[config.mk]
export PLATFORM = sky130hd
export DESIGN_NAME = par_serial_tx
export DESIGN_NICKNAME = d
export VERILOG_FILES = /design/src/rtl/par_serial_pkg.sv /design/src/rtl/sync_fifo.sv /design/src/rtl/par_serial_tx.sv
export SDC_FILE = /design/constraint.sdc
export NUM_CORES = 1
export LEC_CHECK = 0
export ABC_AREA = 1
export ABC_CLOCK_PERIOD_IN_PS = 1900
export CORE_MARGIN = 2
export CORE_UTILIZATION = 52
export DETAILED_ROUTE_END_ITERATION = 16
export PLACE_DENSITY = 0.75
export SKIP_LAST_GASP = 1
export SYNTH_ARGS = -nofsm -noshare
export SYNTH_HDL_FRONTEND = slang
export SYNTH_SLANG_ARGS = --single-unit
[constraint.sdc]
create_clock -name clk -period 1.9 [get_ports clk]
set_input_delay 0.475 -clock clk [delete_from_list [all_inputs] [get_ports clk]]
set_output_delay 0.475 -clock clk [all_outputs]
set_load 0.02 [all_outputs]
[src/rtl/par_serial_pkg.sv]
// Shared types and constants for the serial byte transmitter.
package par_serial_pkg;

  localparam int BYTE_W = 8;
  localparam logic [BYTE_W-1:0] COMMA_DEFAULT = 8'hBC;
  localparam logic [BYTE_W-1:0] IDLE_DEFAULT  = 8'h7C;

  typedef enum logic {
    SYNC,
    RUN
  } tx_state_e;

endpackage

[src/rtl/sync_fifo.sv]
// Small register-based FIFO with registered count/full/empty flags.
module sync_fifo #(
  parameter int WIDTH = 8,
  parameter int DEPTH = 4,
  localparam int AW = $clog2(DEPTH),
  localparam int CW = AW + 1
) (
  input  logic             clk,
  input  logic             srst,
  input  logic             wr_en,
  input  logic [WIDTH-1:0] wr_data,
  input  logic             rd_en,
  output logic [WIDTH-1:0] rd_data,
  output logic [CW-1:0]    count,
  output logic             full,
  output logic             empty
);

  logic [WIDTH-1:0] mem_reg [DEPTH];
  logic [AW-1:0]    wr_ptr_reg;
  logic [AW-1:0]    rd_ptr_reg;
  logic [CW-1:0]    count_reg;
  logic [CW-1:0]    count_next;
  logic             full_reg;
  logic             empty_reg;

  // Storage has no reset; validity is tracked by the pointers and count.
  generate
    for (genvar gi = 0; gi < DEPTH; gi++) begin : g_entry
      always_ff @(posedge clk) begin
        if (wr_en && (wr_ptr_reg == AW'(gi))) begin
          mem_reg[gi] <= wr_data;
        end
      end
    end
  endgenerate

  always_comb begin
    count_next = count_reg;
    if (wr_en && !rd_en) begin
      count_next = count_reg + CW'(1);
    end else if (rd_en && !wr_en) begin
      count_next = count_reg - CW'(1);
    end
  end

  always_ff @(posedge clk) begin
    if (srst) begin
      wr_ptr_reg <= '0;
      rd_ptr_reg <= '0;
      count_reg  <= '0;
      full_reg   <= 1'b0;
      empty_reg  <= 1'b1;
    end else begin
      if (wr_en) begin
        wr_ptr_reg <= wr_ptr_reg + AW'(1);
      end
      if (rd_en) begin
        rd_ptr_reg <= rd_ptr_reg + AW'(1);
      end
      count_reg <= count_next;
      full_reg  <= (count_next == CW'(DEPTH));
      empty_reg <= (count_next == '0);
    end
  end

  // Head is read combinationally so a pop can load it on the same edge.
  assign rd_data = mem_reg[rd_ptr_reg];
  assign count   = count_reg;
  assign full    = full_reg;
  assign empty   = empty_reg;

endmodule

[src/rtl/par_serial_tx.sv]
// Byte-to-serial transmitter: MSB-first line with COMMA alignment after
// reset, IDLE fill when the input FIFO is empty.
module par_serial_tx
  import par_serial_pkg::*;
#(
  parameter int                FIFO_DEPTH = 4,
  parameter int                SYNC_BYTES = 4,
  parameter logic [BYTE_W-1:0] COMMA      = COMMA_DEFAULT,
  parameter logic [BYTE_W-1:0] IDLE       = IDLE_DEFAULT,
  localparam int               CNT_W      = $clog2(FIFO_DEPTH) + 1
) (
  input  logic              clk,
  input  logic              reset,
  input  logic [BYTE_W-1:0] data_in,
  input  logic              valid_in,
  output logic              data_out,
  output logic              frame_start,
  output logic              sending_data,
  output logic              fifo_full,
  output logic [CNT_W-1:0]  fifo_count,
  output logic              overflow
);

  localparam int BIT_W  = $clog2(BYTE_W);
  localparam int SYNC_W = $clog2(SYNC_BYTES + 1);

  tx_state_e         state_reg;
  tx_state_e         state_next;
  logic [SYNC_W-1:0] sync_cnt_reg;
  logic [SYNC_W-1:0] sync_cnt_next;
  logic [BIT_W-1:0]  bit_cnt_reg;
  logic [BIT_W-1:0]  bit_cnt_next;
  logic [BYTE_W-1:0] shreg_reg;
  logic [BYTE_W-1:0] shreg_next;
  logic              after_reset_reg;
  logic              data_out_reg;
  logic              frame_start_reg;
  logic              frame_start_next;
  logic              sending_data_reg;
  logic              sending_data_next;
  logic              overflow_reg;

  logic              boundary;
  logic              pop;
  logic              wr_en;
  logic [BYTE_W-1:0] fifo_rd_data;
  logic              fifo_full_w;
  logic              fifo_empty_w;

  sync_fifo #(
    .WIDTH (BYTE_W),
    .DEPTH (FIFO_DEPTH)
  ) u_fifo (
    .clk     (clk),
    .srst    (reset),
    .wr_en   (wr_en),
    .wr_data (data_in),
    .rd_en   (pop),
    .rd_data (fifo_rd_data),
    .count   (fifo_count),
    .full    (fifo_full_w),
    .empty   (fifo_empty_w)
  );

  // The first edge after reset opens a slot even though bit_cnt is 7.
  assign boundary = after_reset_reg || (bit_cnt_reg == '0);
  assign pop      = boundary && (state_reg == RUN) && !fifo_empty_w;
  assign wr_en    = valid_in && (!fifo_full_w || pop);

  always_comb begin
    state_next        = state_reg;
    sync_cnt_next     = sync_cnt_reg;
    shreg_next        = shreg_reg;
    bit_cnt_next      = bit_cnt_reg - BIT_W'(1);
    frame_start_next  = 1'b0;
    sending_data_next = sending_data_reg;
    if (boundary) begin
      bit_cnt_next     = BIT_W'(BYTE_W - 1);
      frame_start_next = 1'b1;
      if (state_reg == SYNC) begin
        shreg_next        = COMMA;
        sending_data_next = 1'b0;
        sync_cnt_next     = sync_cnt_reg + SYNC_W'(1);
        if (sync_cnt_reg == SYNC_W'(SYNC_BYTES - 1)) begin
          state_next = RUN;
        end
      end else if (pop) begin
        shreg_next        = fifo_rd_data;
        sending_data_next = 1'b1;
      end else begin
        shreg_next        = IDLE;
        sending_data_next = 1'b0;
      end
    end
  end

  always_ff @(posedge clk) begin
    if (reset) begin
      state_reg        <= SYNC;
      sync_cnt_reg     <= '0;
      bit_cnt_reg      <= BIT_W'(BYTE_W - 1);
      shreg_reg        <= '0;
      after_reset_reg  <= 1'b1;
      data_out_reg     <= 1'b0;
      frame_start_reg  <= 1'b0;
      sending_data_reg <= 1'b0;
      overflow_reg     <= 1'b0;
    end else begin
      state_reg        <= state_next;
      sync_cnt_reg     <= sync_cnt_next;
      bit_cnt_reg      <= bit_cnt_next;
      shreg_reg        <= shreg_next;
      after_reset_reg  <= 1'b0;
      data_out_reg     <= shreg_next[bit_cnt_next];
      frame_start_reg  <= frame_start_next;
      sending_data_reg <= sending_data_next;
      overflow_reg     <= overflow_reg || (valid_in && !wr_en);
    end
  end

  assign data_out     = data_out_reg;
  assign frame_start  = frame_start_reg;
  assign sending_data = sending_data_reg;
  assign fifo_full    = fifo_full_w;
  assign overflow     = overflow_reg;

endmodule

Word level (Yosys, flattened, before mapping)
Memory sizes are Yosys's and may differ from the RTL's. A register that Yosys moved wholly into a read port is not among the register bits.
Cells that the tools add are included.
{ "word_totals": {"mem_bits_rw": 32, "register_bits": 29, "mem_count": 1} }
{ "mem_list": {"columns": ["memory", "words", "width", "rd", "rd_ports_with_merged_regs", "wr", "line", "source"], "rows": [
  ["u_fifo.mem_reg", 4, 8, 1, 1, 1, "sync_fifo.sv:19", "logic [WIDTH-1:0] mem_reg [DEPTH];"]
]} }
{ "classes": {"eq_ne": 5, "n_mux": 33, "n_bitwise": 1, "n_reduce_logical": 24, "add_sub_neg": 6, "order_cmp": 1} }
{ "op_table": {"columns": ["operator", "n"], "rows": [
  ["8-bit 2-to-1 mux", 6],
  ["8-bit OR reduction", 3],
  ["1-bit 2-to-1 mux", 18],
  ["1-bit logical AND", 10],
  ["2-bit 2-to-1 mux", 5],
  ["3-bit 2-to-1 mux", 3],
  ["3-bit by 1-bit adder with 3-bit output, second input constant", 2],
  ["3-bit zero test", 2],
  ["3-bit by 1-bit subtractor with 3-bit output, second input constant", 2],
  ["2-bit by 1-bit adder with 2-bit output, second input constant", 2],
  ["2-bit equality test, second input constant", 2],
  ["1-bit zero test", 4],
  ["3-bit by 4-bit < comparator with 1-bit output, second input constant", 1],
  ["1-bit binary-select mux with 3-bit select", 1],
  ["3-bit by 2-bit equality test with 1-bit output, second input constant", 1],
  ["3-bit equality test, second input constant", 1],
  ["1-bit logical OR", 3],
  ["2-bit by 1-bit equality test with 1-bit output, second input constant", 1],
  ["2-bit zero test", 1],
  ["2-bit AND reduction", 1],
  ["1-bit NOT", 1]
]} }

Logic depth before layout (Yosys ltp)
{ "logic_depth": {"ltp_word": 13, "ltp_mapped": 13} }

Hierarchy
A second synthesis with hierarchy kept.
{ "hier_totals": {"cells_unflattened": 278, "area_unflattened_um2": 2632.5} }
{ "modules_own_cells": {"columns": ["module", "instances", "area_per_inst_um2", "seq_area_each_um2", "cells_each"], "rows": [
  ["sync_fifo", 1, 1707.9, 1181.1, 150],
  ["par_serial_tx", 1, 924.6, 400.4, 128]
]} }

Worst setup path after synthesis
Ideal clock, no wire load.
{ "synth_timing": {"kind": "reg-to-reg", "start": "register bit_cnt_reg[0]", "end": "memory u_fifo.mem_reg[0][0] (enable)", "slack_ns": -0.099, "n_path_buf": 0, "path_stages_with_launch": 10, "t_arrival_ns": 1.628, "path_cell_list": "dfxtp_1 > inv_1 > ha_1 > ha_1 > nor2_4 > nor2_4 > nand2_4 > a21oi_4 > inv_1 > nor2_1"} }
{ "synth_between": {"elab_chain_len": 13} }
{ "synth_rtl": {"columns": ["element", "line", "source"], "rows": [
  ["start, declared", "par_serial_tx.sv:31", "logic [BIT_W-1:0] bit_cnt_reg;"],
  ["start signal, assigned", "par_serial_tx.sv:101", "bit_cnt_reg <= BIT_W'(BYTE_W - 1);"],
  ["start signal, assigned", "par_serial_tx.sv:111", "bit_cnt_reg <= bit_cnt_next;"],
  ["3-bit zero test (*)", "par_serial_tx.sv:66", "assign boundary = after_reset_reg || (bit_cnt_reg == '0);"],
  ["1-bit logical OR (*)", "par_serial_tx.sv:66", null],
  ["1-bit logical AND (*) (2 in series)", "par_serial_tx.sv:67", "assign pop = boundary && (state_reg == RUN) && !fifo_empty_w;"],
  ["1-bit logical OR (*)", "par_serial_tx.sv:68", "assign wr_en = valid_in && (!fifo_full_w || pop);"],
  ["1-bit logical AND (*)", "par_serial_tx.sv:68", null],
  ["1-bit logical AND", "sync_fifo.sv:31", "if (wr_en && (wr_ptr_reg == AW'(gi))) begin"],
  ["1-bit 2-to-1 mux", "sync_fifo.sv:31", null],
  ["1-bit 2-to-1 mux (implied by the code)", "sync_fifo.sv:32", "mem_reg[gi] <= wr_data;"],
  ["8-bit OR reduction (no source line)", null, null],
  ["2-bit 2-to-1 mux (no source line) / 1-bit 2-to-1 mux (equally long branches) (3 in series)", null, null],
  ["end, declared", "sync_fifo.sv:19", null]
]} }
Every way passes the cells marked *; elsewhere a longest branch is shown, timed or not.

Final worst setup path
{ "layout_timing": {"start": "register u_fifo.count_reg[0], in the netlist u_fifo.count[0]", "end": "output fifo_count[0]"} }
{ "layout_lines": {"columns": ["element", "line", "source"], "rows": [
  ["start, declared", "sync_fifo.sv:22", "logic [CW-1:0] count_reg;"],
  ["start signal, assigned", "sync_fifo.sv:61", "count_reg <= count_next;"],
  ["end, declared", "par_serial_tx.sv:20", "output logic [CNT_W-1:0] fifo_count,"]
]} }
No word-level cell between the ends.

==> key figures <==
Status
  – Run status: finished, final reports clean

Final layout
  – Max reg flops: 32
  – Share of cells above drive strength 1: 0.172
  – Area occupied by registers: 1580 µm²
  – Antenna cell count: 0
  – Total Nets Final: 353
  – Multi-input logic area: 951 µm²
  – Syn-to-layout area delta: 22.9%
  – Fill count: 424

Placement
  – GPL Wtd Cong: 0.863
  – PortBufs: 18
  – Pre-CTS setup slack: 0.0272 ns
  – Dpl hpwl: 3760 µm

Worst setup path
  – Crit path cell chain: clkdlybuf4s50_1
  – CP startpoint: u_fifo.count[0]
  – Critical Path Max Stage Delay: 0.65 ns
  – CP bufs+invs: 1
  – Critical path type: reg -> out
  – Worst Setup Start Kind: flop
  – Crit-path max FO: 4
  – CP arrival: 1.38 ns
  – Critical Path RT: 1.42 ns
  – Worst setup EP type: output port
  – Delay-heaviest family, CP: buffers and inverters
  – Reg2Reg Launch Point: bit_cnt_reg[0]
  – Worst reg-to-reg setup slack: 0.13 ns
  – Slowest-stage cell, CP: clkdlybuf4s50_1

Logic synthesis
  – Ys async rst share: 0
  – Cells after Synth: 293
  – Warnings from Yosys: 0
  – Syn_area_per_cell: 9.26 µm²
  – Synthesized Nets: 314
  – #FFs+latches synth: 63
  – Post-synthesis sequential area ratio: 0.583
  – Most common cell in the netlist: nand2_1
  – Top cell type's share of synthesized area: 0.354
  – Main synth FF type: edfxtp_1
  – Number of synthesized flops with an enable pin: 32
  – Synth cell types: 25
  – Dominant cells by area after synthesis: edfxtp_1 35%, dfxtp_1 23%, nand2_1 8.9%, nand3_1 7.0%, inv_1 6.5%
  – Mapped Area: 2710 µm²
  – Synth cell count leaders: 64 x nand2_1, 47 x inv_1, 38 x nand3_1, 32 x edfxtp_1, 31 x dfxtp_1
  – Area leader, netlist: edfxtp_1

STA
  – Final min period: 1.85 ns
  – Worst Max-Slew Pin Slew: 0.336 ns
  – Final cycle utilization of the critical path: 0.975
  – Finish-stage setup viols: 0
  – Slew Limit Fails: 0
  – Setup Skew: 0.00368 ns
  – Final Hold Fails: 0
  – Fmax: 0.540 GHz
  – Post-route setup slack: 0.0476 ns
  – Setup TNS: 0 ns
  – Slew HR: 0.776

Global routing
  – Largest net degree at the start of global routing: 17
  – Initial antenna violation count: 0
  – Total GRT Usage: 0.195
  – First-pass GRT wire length: 8670 µm
  – Total congestion overflow: 0
  – Vias in the first global route: 1895

CTS
  – H-tree depth: 3
  – Root Driver: clkbuf_8
  – CTS tree: yes
  – Clk slew on worst S/H paths: 0.06 ns
  – Clock Latency Late Sink: 0.33 ns
  – CTS buffer count: 9
  – CTS Buffer Depth: 2
  – CTS Hold Bufs: 0
  – Clock sink count: 63

Drt
  – Drt pass-1 iters: 5
  – Post-route ant nets: 0
  – # DRC: 0
  – Via-per-instance ratio: 4.69
  – Avg WL per Cell: 12.7 µm
  – Via count: 1910
  – DRT Wirelength: 5190 µm
  – Initial DRC Count: 43

Floorplanning
  – Die H: 76.2 µm
  – Initial Util: 0.535
  – Row cnt: 26
  – IO Pins: 19
  – Die width: 76.2 µm
  – Die footprint: 5810 µm²
  – Core box area: 5070 µm²

Flow run
  – Maxcap violations: 0

Pwr
  – Static Leak: 0.00147 µW
  – Pwr dens: 917 nW/µm²
  – Worst vdd ir: 648 µV

Min path
  – Hold Crit Start: overflow
  – Worst hold path class: reg -> reg
-- logic make-up (layout without fill, tap and decap cells) --
logic type | Yosys count | in the layout | share of synthesized area
compound gates | 23 | 23 | 0.0498
xor+xnor | 1 | 1 | 0.00323
fa+ha+maj | 10 | 10 | 0.0461
buf+inv | 56 | 100 | 0.0826
flops | 63 | 63 | 0.583
simple gates | 140 | 140 | 0.235
-- worst register-to-register path: cells and delay by family (launching register included) --
kind                     cells  cell delay [ns]
flip-flops                   1             0.33
adder cells (fa/ha/maj)      2             0.28
AO/OA/AOI/OAI                1             0.16
buffers and inverters        3             0.35
AND/OR/NAND/NOR              6             0.55
-- placed cells by master, fill, tap and decap left out --
| master | netlist | routed |
|---|---|---|
| a21oi_4 | 1 | 1 |
| nor3_4 | 1 | 1 |
| edfxtp_1 | 32 | 32 |
| inv_1 | 47 | 45 |
| or2_2 | 6 | 6 |
| o21a_1 | 2 | 2 |
| ha_1 | 10 | 8 |
| clkinv_2 | 0 | 1 |
| buf_4 | 3 | 15 |
| nand3_2 | 0 | 3 |
| nand2_2 | 3 | 3 |
| nor2_1 | 22 | 22 |
| nor2_4 | 2 | 2 |
| nor3_1 | 1 | 1 |
| nand2_1 | 64 | 64 |
| clkinv_1 | 0 | 2 |
| clkbuf_8 | 0 | 9 |
| nand3_1 | 38 | 35 |
| bufinv_16 | 0 | 2 |
| xnor2_1 | 1 | 1 |
| inv_2 | 2 | 4 |
| o21ai_0 | 7 | 7 |
| clkinvlp_4 | 0 | 2 |
| ha_4 | 0 | 2 |
| nand3b_1 | 1 | 1 |
| nor2_2 | 1 | 1 |
| a21oi_1 | 12 | 11 |
| a21oi_2 | 1 | 2 |
| nand2_4 | 1 | 1 |
| dfxtp_1 | 31 | 30 |
| dfxtp_2 | 0 | 1 |
| dlymetal6s2s_1 | 0 | 1 |
| clkdlybuf4s50_1 | 0 | 17 |
| buf_6 | 0 | 2 |
-- metal layers --
layer,up-vias,share of wire,global-route usage
li1,1016,-,-
met1,851,0.48,0.255
met2,30,0.46,0.295
met3,13,0.029,0.0509
met4,0,0.027,0.113
met5,-,0,0
-- report_power, final --
group / total (µW) / leakage (µW) / internal, µW / switching (µW)
logic: 298 / 0.000824 / 127 / 170
clock network: 1220 / 0.000100 / 726 / 493
registers: 1540 / 0.000548 / 1500 / 36.2
-- layout make-up --
type	count	area share
Inverter	49	0.0552
Tap cell	70	0.0263
Clock buffer	9	0.0371
Sequential cell	63	0.475
Multi-Input combinational cell	174	0.285
Timing Repair Buffer	35	0.0953
Clock inverter	7	0.0263
-- final timing paths --
| check | end | cells past startpoint |
|---|---|---|
| hold reg to reg | overflow | 2 |
| setup reg to reg | data_out | 12 |
| hold / removal | overflow | 2 |
| setup / recovery | fifo_count[0] | 1 |
-- repair_timing --
action,in CTS,in global routing
setup buffers,0,1
hold endpoints to repair,0,0
setup endpoints to repair,0,42
resized for setup,0,14
-- stage by stage --
step,instance area (µm²),instances,total power (µW),hold WS [ns],utilization
5_1_grt,3330,407,3190,0.482,0.657
2_1_floorplan,2710,293,1740,0.429,-
3_3_place_gp,3060,390,1850,0.441,0.603
3_5_place_dp,3060,390,1860,0.446,0.603
4_1_cts,3270,406,3080,0.457,0.645
6_report,3330,407,3060,0.454,0.657
Power figures use the tool's default switching activity.
